### src/rtl/fetch_unit_if.sv
// rtl/fetch_unit_if.sv - instruction memory request/grant/response bus
interface fetch_unit_if;
   logic        req;
   logic [31:0] addr;
   logic        gnt;
   logic        rvalid;
   logic [31:0] rdata;

   modport master (
      output req,
      output addr,
      input  gnt,
      input  rvalid,
      input  rdata
   );

   modport slave (
      input  req,
      input  addr,
      output gnt,
      output rvalid,
      output rdata
   );
endinterface

### src/rtl/fetch_unit.sv
// rtl/fetch_unit.sv - RV32I fetch stage, one request in flight, single output slot
// Optional feature macro: FETCH_STALL_COUNTER_EN (adds StallCountF decode-stall counter)
module fetch_unit #(
   parameter logic [31:0] RESET_PC = 32'h0000_0000
) (
   input  logic         clk,
   input  logic         rst,
   input  logic         StallF,
   input  logic         PCSrcE,
   input  logic [31:0]  PCTargetE,
   fetch_unit_if.master imem,
   output logic [31:0]  PCF,
   output logic [31:0]  PCPlus4F,
   output logic [31:0]  InstrF,
   output logic         ValidF
`ifdef FETCH_STALL_COUNTER_EN
   ,
   output logic [31:0]  StallCountF
`endif
);

   localparam logic [31:0] NOP = 32'h0000_0013;

   typedef enum logic [1:0] {
      ST_IDLE,
      ST_REQ,
      ST_WAIT,
      ST_DROP
   } state_t;

   state_t      state_q, state_d;
   logic [31:0] pc_q, pc_d;
   logic [31:0] areq_q, areq_d;
   logic        redir_q, redir_d;
   logic [31:0] pcf_q, pcf_d;
   logic [31:0] pcp4_q, pcp4_d;
   logic [31:0] instr_q, instr_d;
   logic        valid_q, valid_d;

   logic        cons;
   logic        new_req;
   logic        req_c;
   logic [31:0] addr_c;

   // slot is free now or is being handed to decode at this edge
   assign cons = !valid_q || !StallF;

   // next-state, request and slot update logic
   always_comb begin
      state_d  = state_q;
      pc_d     = pc_q;
      areq_d   = areq_q;
      redir_d  = redir_q;
      pcf_d    = pcf_q;
      pcp4_d   = pcp4_q;
      instr_d  = instr_q;
      valid_d  = valid_q && StallF;
      req_c    = 1'b0;
      addr_c   = pc_q;
      new_req  = 1'b0;

      case (state_q)
         ST_IDLE: begin
            new_req = cons && !PCSrcE;
         end
         ST_REQ: begin
            // address held on areq until the memory accepts it
            req_c  = 1'b1;
            addr_c = areq_q;
            if (imem.gnt) begin
               if (PCSrcE || redir_q) begin
                  state_d = ST_DROP;
                  redir_d = 1'b0;
               end else begin
                  state_d = ST_WAIT;
                  pc_d    = areq_q + 32'd4;
               end
            end else if (PCSrcE) begin
               redir_d = 1'b1;
            end
         end
         ST_WAIT: begin
            if (imem.rvalid) begin
               if (!PCSrcE) begin
                  instr_d = imem.rdata;
                  pcf_d   = areq_q;
                  pcp4_d  = areq_q + 32'd4;
                  valid_d = 1'b1;
               end
               state_d = ST_IDLE;
               new_req = cons && !PCSrcE;
            end
         end
         ST_DROP: begin
            if (imem.rvalid) begin
               state_d = ST_IDLE;
            end
         end
         default: begin
            state_d = ST_IDLE;
         end
      endcase

      // a fresh request for pc, shared by IDLE and back-to-back WAIT
      if (new_req) begin
         req_c  = 1'b1;
         addr_c = pc_q;
         areq_d = pc_q;
         if (imem.gnt) begin
            state_d = ST_WAIT;
            pc_d    = pc_q + 32'd4;
         end else begin
            state_d = ST_REQ;
         end
      end

      // redirect overrides stall, fill and sequential pc advance
      if (PCSrcE) begin
         pc_d    = PCTargetE;
         valid_d = 1'b0;
         if (state_q == ST_WAIT && !imem.rvalid) begin
            state_d = ST_DROP;
         end
      end
   end

   assign imem.req  = req_c;
   assign imem.addr = addr_c;

   // state and slot registers
   always_ff @(posedge clk or posedge rst) begin
      if (rst) begin
         state_q <= ST_IDLE;
         pc_q    <= RESET_PC;
         areq_q  <= 32'd0;
         redir_q <= 1'b0;
         pcf_q   <= 32'd0;
         pcp4_q  <= 32'd0;
         instr_q <= NOP;
         valid_q <= 1'b0;
      end else begin
         state_q <= state_d;
         pc_q    <= pc_d;
         areq_q  <= areq_d;
         redir_q <= redir_d;
         pcf_q   <= pcf_d;
         pcp4_q  <= pcp4_d;
         instr_q <= instr_d;
         valid_q <= valid_d;
      end
   end

   assign PCF      = pcf_q;
   assign PCPlus4F = pcp4_q;
   assign InstrF   = instr_q;
   assign ValidF   = valid_q;

`ifdef FETCH_STALL_COUNTER_EN
   logic [31:0] stall_cnt_q, stall_cnt_d;

   assign stall_cnt_d = stall_cnt_q + 32'd1;

   // counts edges where a real instruction is held back by decode
   always_ff @(posedge clk or posedge rst) begin
      if (rst) begin
         stall_cnt_q <= 32'd0;
      end else if (valid_q && StallF && !PCSrcE) begin
         stall_cnt_q <= stall_cnt_d;
      end
   end

   assign StallCountF = stall_cnt_q;
`endif

endmodule

### src/flat_wrapper.sv
// flat-port wrapper written by rule: the top's interface ports become plain ports
module fetch_unit_flat 
#(
   parameter logic [31:0] RESET_PC = 32'h0000_0000
)
  (clk, rst, StallF, PCSrcE, PCTargetE, PCF, PCPlus4F, InstrF, ValidF, imem_req, imem_addr, imem_gnt, imem_rvalid, imem_rdata);
  fetch_unit_if imem_i ();
  input  logic clk;
  input  logic rst;
  input  logic StallF;
  input  logic PCSrcE;
  input  logic [31:0] PCTargetE;
  output logic [31:0] PCF;
  output logic [31:0] PCPlus4F;
  output logic [31:0] InstrF;
  output logic ValidF;
  output wire logic [$bits(imem_i.req)-1:0] imem_req;
  output wire logic [$bits(imem_i.addr)-1:0] imem_addr;
  input wire logic [$bits(imem_i.gnt)-1:0] imem_gnt;
  input wire logic [$bits(imem_i.rvalid)-1:0] imem_rvalid;
  input wire logic [$bits(imem_i.rdata)-1:0] imem_rdata;
  assign imem_req = imem_i.req;
  assign imem_addr = imem_i.addr;
  assign imem_i.gnt = imem_gnt;
  assign imem_i.rvalid = imem_rvalid;
  assign imem_i.rdata = imem_rdata;
  fetch_unit #(.RESET_PC(RESET_PC)) u_core (.clk(clk), .rst(rst), .StallF(StallF), .PCSrcE(PCSrcE), .PCTargetE(PCTargetE), .imem(imem_i), .PCF(PCF), .PCPlus4F(PCPlus4F), .InstrF(InstrF), .ValidF(ValidF));
endmodule
### config.mk
export PLATFORM = sky130hd
export DESIGN_NAME = fetch_unit_flat
export DESIGN_NICKNAME = d
export VERILOG_FILES = /design/src/rtl/fetch_unit_if.sv /design/src/rtl/fetch_unit.sv /design/src/flat_wrapper.sv
export SDC_FILE = /design/constraint.sdc
export NUM_CORES = 1
export LEC_CHECK = 0
export ABC_AREA = 1
export ABC_CLOCK_PERIOD_IN_PS = 6280
export CORE_ASPECT_RATIO = 1.25
export CORE_MARGIN = 10
export CORE_UTILIZATION = 46
export CTS_BUF_LIST = sky130_fd_sc_hd__clkbuf_8 sky130_fd_sc_hd__clkbuf_16
export DETAILED_ROUTE_END_ITERATION = 7
export PLACE_DENSITY = 0.79
export SYNTH_ARGS = -nofsm -noshare
export SYNTH_HDL_FRONTEND = slang
export SYNTH_SLANG_ARGS = --single-unit
### constraint.sdc
create_clock -name clk -period 6.28 [get_ports clk]
set_clock_uncertainty 0.05 [all_clocks]
set_input_delay 1.57 -clock clk [delete_from_list [all_inputs] [get_ports clk]]
set_output_delay 1.57 -clock clk [all_outputs]
set_load 0.05 [all_outputs]
==> impl_metrics.csv, run 1 <==
group,metric,value,unit
global_route,grt_remaining_overflow,0,
global_route,track_usage,0.2188,
cts,cts_tree,"yes",
critical_path,cp-start-kind,"flop",
global_route,first_global_vias,7972,
global_route,antenna_found_initial,0,
logic_synthesis,yosysMostFrequentCell,"nand2_1",
critical_path,worstSetupPathType,"reg -> out",
floorplan,die_x,141.8,um
floorplan,ioPinCount,200,
route,wirelength,26680,um
critical_path,reg2regPathDepth,7,
cts,clkLatencyLatePin,0.44,ns
route,via_per_inst,5.208,
logic_synthesis,netlist_top_cells_count,"nand2_1, dfrtp_1, o21ai_0",
logic_synthesis,synth_top_cell_by_area,"dfrtp_1",
route,detail-route-antenna-nets,0,
cells_and_area,fin_nets,1434,
timing,setup_viol,0,
cells_and_area,antenna_cells,0,
flow_run,max_cap_violations,0,
timing,post-route-min-period,4.838,ns
logic_synthesis,ys_seq_area_frac,0.4759,
status,outcome,"finished, final reports clean",
critical_path,cp_cell_sequence,"nor2_4, inv_1, o21ai_0, clkdlybuf4s50_1",
route,vias,8348,
logic_synthesis,ys_seq_elements,162,
timing,slew_headroom,0.2298,
cts,cts_inserted_buffers,17,
logic_synthesis,netlist_instances,1190,
timing,finalHoldWorstSlack,0.4123,ns
cells_and_area,final_layout_size_suffix_gt1_frac,0.04145,
critical_path,cp-endpoint,"imem_addr[0]",
logic_synthesis,synth_cell_type_count,32,
logic_synthesis,synth_area,0.008526,mm^2
logic_synthesis,syn-num-nets,1262,
critical_path,critPathMaxFanout,61,
logic_synthesis,avgSynthCellArea,7.164,um^2
timing,finalHoldViolCount,0,
critical_path,crit_path_end_kind,"output pin",
cells_and_area,postLayoutCoreUtil,0.6165,
placement,place_congestion,0.9084,
timing,slew_viol_final,0,
critical_path,critPathMaxStageDelay,0.89,ns
worst_hold_path,hp-class,"reg -> reg",
timing,worst_pin_slew,1.153,ns
critical_path,critPathRequiredTime,4.66,ns
cts,clockBufferDepth,2,
floorplan,core_area,0.01817,mm^2
timing,max_clock_freq,0.2067,GHz
route,post_drt_wl_per_cell,16.64,um
cells_and_area,area_growth,31.38,%
logic_synthesis,yosysTopAreaCellShare,0.4667,
logic_synthesis,synth_top_flop_cell,"dfrtp_1",
cts,postCtsHoldBufs,0,
timing,period_share,0.7704,
floorplan,die-area,0.02441,mm^2
critical_path,crit_buf_inv,2,
cts,clock-sinks,162,
critical_path,worstPathArrival,3.22,ns
global_route,grt_max_degree,95,
cts,path_clk_slew,0.07,ns
logic_synthesis,async_flop_share,1.000,
critical_path,crit_family,"buffers and inverters",
critical_path,r2r_start,"u_core.state_q[1]$_DFF_PP0_",
cts,clock-root-buffer,"clkbuf_16",
placement,numPortBuffers,199,
power_and_ir_drop,power_density,573.3,mW/mm^2
critical_path,cpMaxStageDelayCell,"nor2_4",
floorplan,initial_core_util,0.4693,
logic_synthesis,yosys_warnings,0,
cts,cts_max_level,4,
critical_path,path_depth,4,
cts,cts_setup_buffers,0,
logic_synthesis,ys_top_cells_by_area,"dfrtp_1, nand2_1, o21ai_0, nand3_1, nor2_1",
timing,rsz0062_at_grt,"false",
power_and_ir_drop,p_leak,5.099,nW
floorplan,row_count,55,
route,drt-initial-drc-count,751,
critical_path,worstSetupStartpoint,"u_core.state_q[1]$_DFF_PP0_",
cts,cts_resized,0,
placement,dp_hpwl,20240,um
floorplan,fp.dieH,172.2,um
global_route,grt_pass1_wl,42600,um
critical_path,ff2ff_setup_slack,2.75,ns
logic_synthesis,synth_edf_count,0,
route,drcViolationCount,0,
power_and_ir_drop,peakVddDrop,0.2473,mV
route,first_pass_iters,6,
timing,tns,0,ns
## worst min-delay path, delay by kind of cell (launching register included)
kind             cells  cell delay, ns
AND/OR/NAND/NOR      2            0.09
flip-flops           1            0.37
## cell type report
cell class,count,area [um^2]
inverter,94,361.6
sequential,162,4058
multi-input combinational,883,3885
timing repair buffer,204,2027
fill,1705,6967
clock buffer,17,425.4
clock inverter,15,158.9
tap,228,285.3
## cells by family (layout without fill, tap and decap cells)
logic type / after synthesis / in the layout / share of synthesized area
AOI/OAI and AO/OA: 156 / 156 / 0.09554
xor gates and xnor gates: 18 / 18 / 0.01849
adders and majority gates: 2 / 2 / 0.002935
buffers and inverters: 145 / 330 / 0.06956
DFF: 162 / 162 / 0.4759
and+or+nand+nor: 707 / 707 / 0.3375
## report_power, final
| group | switching [mW] | internal [mW] |
|---|---|---|
| Clock | 0.443 | 0.588 |
| Sequential | 0.377 | 1.48 |
| Combinational | 2.47 | 1.06 |
| Total | 3.29 | 3.13 |
## layout by cell type (no fill, tap or decap), types with 6 or more instances in the layout
master / count
nand3_1: 75
o21ai_0: 120
inv_1: 88
a21oi_1: 7
xor2_1: 18
nand2_1: 495
buf_4: 6
dfrtp_1: 159
clkdlybuf4s50_1: 198
nand4_1: 23
nor3_1: 6
clkbuf_16: 17
a31oi_1: 10
o21ai_1: 10
nor2_1: 91
## worst min-delay path by stage
stage / from / end / slack, ns / cells after the start
after global routing: u_core.InstrF[0]$_DFFE_PP1P_ / u_core.InstrF[0]$_DFFE_PP1P_ / 0.44 / 2
after global placement: u_core.InstrF[0]$_DFFE_PP1P_ / u_core.InstrF[0]$_DFFE_PP1P_ / 0.40 / 2
final: u_core.InstrF[4]$_DFFE_PP1P_ / u_core.InstrF[4]$_DFFE_PP1P_ / 0.41 / 2
after floorplan: flop / flop / 0.42 / 2
after detailed placement: u_core.InstrF[4]$_DFFE_PP1P_ / u_core.InstrF[4]$_DFFE_PP1P_ / 0.41 / 2
after CTS: u_core.InstrF[4]$_DFFE_PP1P_ / u_core.InstrF[4]$_DFFE_PP1P_ / 0.42 / 2
## through the flow
| step | worst slack, ns | area, um^2 | power [mW] | instances |
|---|---|---|---|---|
| after floorplan | 0.2883 | 8526 | 4.169 | 1190 |
| after global placement | 1.522 | 10620 | 5.361 | 1571 |
| after detailed placement | 1.512 | 10620 | 5.410 | 1571 |
| after CTS | 1.394 | 11200 | 6.454 | 1603 |
| after global routing | 1.163 | 11200 | 6.788 | 1603 |
| final | 1.442 | 11200 | 6.421 | 1603 |
## routing by layer
layer,GRT usage,wire length (um),up-vias,part of all wire
met1,0.2782,11350,3883,0.43
met2,0.3526,12660,289,0.47
li1,-,-,4138,-
met4,0.08767,725,0,0.027
met5,0,0,-,0
met3,0.05049,1943,38,0.073
## sequential cells by signal (all words and copies together) (netlist names), named ones only
name and flops:
u_core.areq_q 32, u_core.state_q 2, u_core.InstrF 32, u_core.redir_q 1, u_core.ValidF 1, u_core.PCF 30
u_core.pc_q 17, u_core.PCPlus4F 32
Power figures use the tool's default switching activity.
==> run 2, diff against run 1 <==
Settings changed: ABC_CLOCK_PERIOD_IN_PS 6280 to 4800, CORE_UTILIZATION 46 to 51, PLACE_DENSITY 0.79 to 0.82.
Clock period 6.28 ns to 4.8 ns, I/O delays scaled along.
==> impl_metrics.csv, run 2 (synthesis gave the netlist of run 1 again) <==
group,metric,value,unit
timing,rsz0062_at_grt,"false",
floorplan,ioPinCount,200,
cells_and_area,postLayoutCoreUtil,0.6896,
critical_path,cpMaxStageDelayCell,"clkdlybuf4s50_1",
route,post_drt_wl_per_cell,16.88,um
cts,postCtsHoldBufs,0,
global_route,grt_max_degree,68,
power_and_ir_drop,p_leak,5.136,nW
worst_hold_path,holdPathEnd,"u_core.InstrF[1]$_DFFE_PP1P_",
floorplan,row_count,52,
worst_hold_path,hold_depth,2,
global_route,gr-usage-met1,0.3126,
cts,clock-sinks,162,
route,via_per_inst,5.271,
global_route,track_usage,0.2411,
cells_and_area,fin_cells,1598,
critical_path,r2r_start,"u_core.state_q[1]$_DFF_PP0_",
global_route,gr-usage-met2,0.3905,
route,drt-initial-drc-count,730,
timing,worst_pin_slew,0.9958,ns
route,vias,8423,
timing,post-route-min-period,4.166,ns
cells_and_area,fin_nets,1441,
floorplan,core_area,0.01633,mm^2
floorplan,initial_core_util,0.5221,
status,outcome,"finished, final reports clean",
cts,cts_setup_buffers,0,
route,first_pass_iters,5,
timing,finalHoldViolCount,0,
timing,max_clock_freq,0.2400,GHz
worst_hold_path,hp-class,"reg -> reg",
cells_and_area,post-route-cell-area,0.01126,mm^2
timing,slew_headroom,0.3347,
cts,clkLatencyLatePin,0.44,ns
critical_path,critPathMaxStageDelay,0.88,ns
power_and_ir_drop,total_power,8.439,mW
critical_path,cp-start-kind,"flop",
cts,clock-root-buffer,"clkbuf_16",
timing,period_share,0.8680,
flow_run,max_cap_violations,0,
global_route,antenna_found_initial,0,
global_route,busiest_layer,"met2",
cells_and_area,final_layout_size_suffix_gt1_frac,0.04559,
cts,clockBufferDepth,2,
route,wirelength,26980,um
global_route,first_global_vias,7969,
placement,dpl-instance-area,0.01068,mm^2
global_route,grt_pass1_wl,42660,um
critical_path,path_depth,5,
critical_path,worstSetupPathType,"reg -> out",
floorplan,die-area,0.02232,mm^2
power_and_ir_drop,power_density,749.3,mW/mm^2
critical_path,worstPathArrival,2.92,ns
global_route,use_met3,0.04711,
timing,setup_viol,0,
critical_path,crit_path_end_kind,"output pin",
cts,path_clk_slew,0.07,ns
critical_path,critPathMaxFanout,38,
timing,slew_viol_final,0,
route,detail-route-antenna-nets,0,
placement,dp_hpwl,20570,um
power_and_ir_drop,peakVddDrop,0.3488,mV
timing,finalHoldWorstSlack,0.4122,ns
cts,cts_resized,0,
floorplan,fp.dieH,164.6,um
timing,tns,0,ns
placement,dp.cells,1566,
route,drcViolationCount,0,
critical_path,crit_buf_inv,2,
placement,numPortBuffers,199,
cells_and_area,area_growth,32.10,%
floorplan,die_x,135.6,um
critical_path,reg2regPathDepth,9,
critical_path,cp_cell_sequence,"nor2_4, buf_4, nand2_1, o21ai_0, clkdlybuf4s50_1",
worst_hold_path,min_from,"u_core.InstrF[1]$_DFFE_PP1P_",
critical_path,crit_family,"buffers and inverters",
cts,cts_tree,"yes",
cells_and_area,antenna_cells,0,
critical_path,critPathRequiredTime,3.55,ns
cells_and_area,layout_commonest_cell,"nand2_1",
placement,post-place-ws,1.003,ns
critical_path,reg2reg_to,"u_core.pc_q[11]$_DFF_PP0_",
placement,place_congestion,0.9291,
global_route,grt_remaining_overflow,0,
cells_and_area,layout_common_cells,"nand2_1, clkdlybuf4s50_1, dfrtp_1, o21ai_0, nor2_1",
timing,worst_slack,0.6336,ns
cts,cts_max_level,4,
cts,cts_inserted_buffers,17,
critical_path,ff2ff_setup_slack,2.25,ns
==> run 2: cell count changes in the layout (fill, tap and decap cells not counted), moves of 2 or more <==
cell        change
clkinv_4        -2
clkinvlp_4      +2
buf_4           +5
buf_12          +2
==> run 2: layout make-up <==
| class | count | area [um^2] |
|---|---|---|
| clock buffer | 17 | 425.4 |
| clock inverter | 15 | 158.9 |
| fill | 1387 | 5069 |
| inverter | 94 | 360.3 |
| multi-input combinational | 883 | 3885 |
| sequential | 162 | 4058 |
| tap | 216 | 270.3 |
| timing repair buffer | 211 | 2105 |
==> run 2: worst min-delay path, cell delays in order (launching register included) <==
cell and delay, ns:
dfstp_2 0.37, nand2_1 0.05, nand2_1 0.04
==> run 2: routing by layer <==
layer	vias up	wire length, um
met1	3905	11370
li1	4142	-
met2	334	12820
met4	0	653
met3	42	2132
met5	-	0
==> run 2: report_power, final <==
group          switching, mW  internal [mW]  total [mW]
combinational           3.23           1.40        4.64
sequential             0.512           1.94        2.45
clock                  0.581          0.771        1.35
total                   4.33           4.11        8.44
==> run 2: how the worst max path moves through the flow <==
stage | startpoint | to | slack [ns]
6_report | u_core.state_q[1]$_DFF_PP0_ | imem_addr[15] | 0.63
5_1_grt | u_core.state_q[1]$_DFF_PP0_ | imem_addr[15] | 0.48
4_1_cts | u_core.state_q[1]$_DFF_PP0_ | imem_addr[15] | 0.64
3_5_place_dp | PCSrcE | imem_req | 1.00
3_3_place_gp | PCSrcE | imem_req | 1.00
2_1_floorplan | imem_rvalid | imem_req | 1.46
==> run 3, diff against run 2 <==
Settings changed: CELL_PAD_IN_SITES_DETAIL_PLACEMENT set to 1, CELL_PAD_IN_SITES_GLOBAL_PLACEMENT set to 2, CORE_UTILIZATION 51 to 28.
==> impl_metrics.csv, run 3 (synthesis gave the netlist of run 1 again) <==
group,metric,value,unit
status,outcome,"finished, final reports clean",
timing,tns,0,ns
critical_path,cp-start-kind,"flop",
cts,clock-root-buffer,"clkbuf_16",
placement,dp_hpwl,24910,um
global_route,track_usage,0.1703,
critical_path,critPathMaxFanout,61,
critical_path,ff2ff_setup_slack,2.20,ns
critical_path,worstPathArrival,2.79,ns
timing,finalHoldViolCount,0,
route,drt-initial-drc-count,488,
cts,path_clk_slew,0.06,ns
cells_and_area,antenna_cells,0,
cts,cts_max_level,4,
global_route,grt_pass1_wl,50890,um
timing,finalHoldWorstSlack,0.4123,ns
worst_hold_path,hp-class,"reg -> reg",
critical_path,reg2regPathDepth,9,
timing,rsz0062_at_grt,"false",
global_route,grt_remaining_overflow,0,
critical_path,critPathMaxStageDelay,0.83,ns
critical_path,crit_buf_inv,3,
power_and_ir_drop,peakVddDrop,0.2494,mV
worst_hold_path,min_from,"u_core.InstrF[0]$_DFFE_PP1P_",
cells_and_area,layout_commonest_cell,"nand2_1",
floorplan,core_area,0.03012,mm^2
floorplan,ioPinCount,200,
power_and_ir_drop,p_leak,5.140,nW
critical_path,reg2reg_to,"u_core.pc_q[7]$_DFF_PP0_",
flow_run,max_cap_violations,0,
cts,cts_resized,0,
timing,worst_pin_slew,0.7485,ns
global_route,first_global_vias,8867,
cells_and_area,fin_nets,1439,
critical_path,cp_cell_sequence,"nor2_4, buf_4, inv_1, o21ai_0, clkdlybuf4s50_1",
placement,dpl-instance-area,0.01089,mm^2
cells_and_area,post-route-cell-area,0.01144,mm^2
power_and_ir_drop,power_density,740.3,mW/mm^2
worst_hold_path,holdPathEnd,"u_core.InstrF[0]$_DFFE_PP1P_",
cts,cts_inserted_buffers,17,
timing,max_clock_freq,0.2477,GHz
timing,post-route-min-period,4.038,ns
cells_and_area,layout_common_cells,"nand2_1, clkdlybuf4s50_1, dfrtp_1, o21ai_0, inv_1",
placement,numPortBuffers,199,
route,first_pass_iters,4,
cts,postCtsHoldBufs,0,
critical_path,crit_path_end_kind,"output pin",
cells_and_area,fin_cells,1779,
cts,cts_tree,"yes",
route,via_per_inst,4.727,
route,vias,8409,
floorplan,row_count,71,
floorplan,fp.dieH,215.1,um
timing,slew_headroom,0.4994,
cts,clock-sinks,162,
placement,place_congestion,0.8541,
floorplan,initial_core_util,0.2831,
cts,clockBufferDepth,2,
cts,cts_setup_buffers,0,
critical_path,path_depth,5,
critical_path,crit_family,"buffers and inverters",
global_route,grt_max_degree,83,
cts,clkLatencyLatePin,0.44,ns
critical_path,r2r_start,"u_core.state_q[1]$_DFF_PP0_",
timing,period_share,0.8412,
floorplan,die-area,0.03787,mm^2
critical_path,worstSetupPathType,"reg -> out",
cells_and_area,area_growth,34.15,%
route,wirelength,32200,um
power_and_ir_drop,total_power,8.467,mW
cells_and_area,final_layout_size_suffix_gt1_frac,0.04064,
worst_hold_path,hold_depth,2,
critical_path,cpMaxStageDelayCell,"clkdlybuf4s50_1",
timing,slew_viol_final,0,
global_route,antenna_found_initial,0,
timing,setup_viol,0,
placement,dp.cells,1749,
route,post_drt_wl_per_cell,18.10,um
route,detail-route-antenna-nets,0,
floorplan,die_x,176.1,um
critical_path,critPathRequiredTime,3.55,ns
route,drcViolationCount,0,
-- run 3: through the flow --
step | worst slack (ns) | util
after floorplan | 1.457 | -
after global placement | 1.111 | 0.3616
after detailed placement | 1.092 | 0.3616
after CTS | 0.6791 | 0.3798
after global routing | 0.5355 | 0.3798
final | 0.7622 | 0.3798
-- run 3: worst reg2reg max path, cell delays in order, from the launching register on --
cell	delay, ns
dfrtp_1	0.45
nor2_4	0.12
buf_4	0.45
nand3_2	0.47
inv_2	0.22
buf_4	0.33
o21ai_0	0.13
o21ai_0	0.19
nand2_1	0.07
nand2_1	0.06
-- run 3: how the worst max path moves through the flow --
stage                    to                   startpoint  slack, ns
6_report       imem_addr[0]  u_core.state_q[1]$_DFF_PP0_       0.76
5_1_grt        imem_addr[0]  u_core.state_q[1]$_DFF_PP0_       0.54
4_1_cts        imem_addr[0]  u_core.state_q[1]$_DFF_PP0_       0.68
3_5_place_dp       imem_req                  imem_rvalid       1.09
3_3_place_gp       imem_req                  imem_rvalid       1.11
2_1_floorplan      imem_req                  imem_rvalid       1.46
-- run 3: layout make-up --
| class | instances | area [um^2] |
|---|---|---|
| Fill cell | 3688 | 18680 |
| Sequential cell | 162 | 4058 |
| Multi-Input combinational cell | 883 | 3885 |
| Timing Repair Buffer | 209 | 2085 |
| Tap cell | 401 | 501.7 |
| Clock buffer | 21 | 480.5 |
| Inverter | 94 | 360.3 |
| Clock inverter | 9 | 67.56 |
-- run 3: where the power goes --
| group | leakage [nW] | internal [mW] | switching [mW] |
|---|---|---|---|
| sequential | 2.02 | 1.94 | 0.517 |
| combinational | 2.82 | 1.40 | 3.31 |
| clock | 0.291 | 0.754 | 0.549 |
| total | 5.14 | 4.09 | 4.37 |
-- run 3: layer usage --
metal	part of all wire	track usage	vias to the layer above
met2	0.47	0.2780	193
met4	0.034	0.07642	0
met3	0.046	0.03052	49
met1	0.45	0.2141	4025
li1	-	-	4142
met5	0	0	-
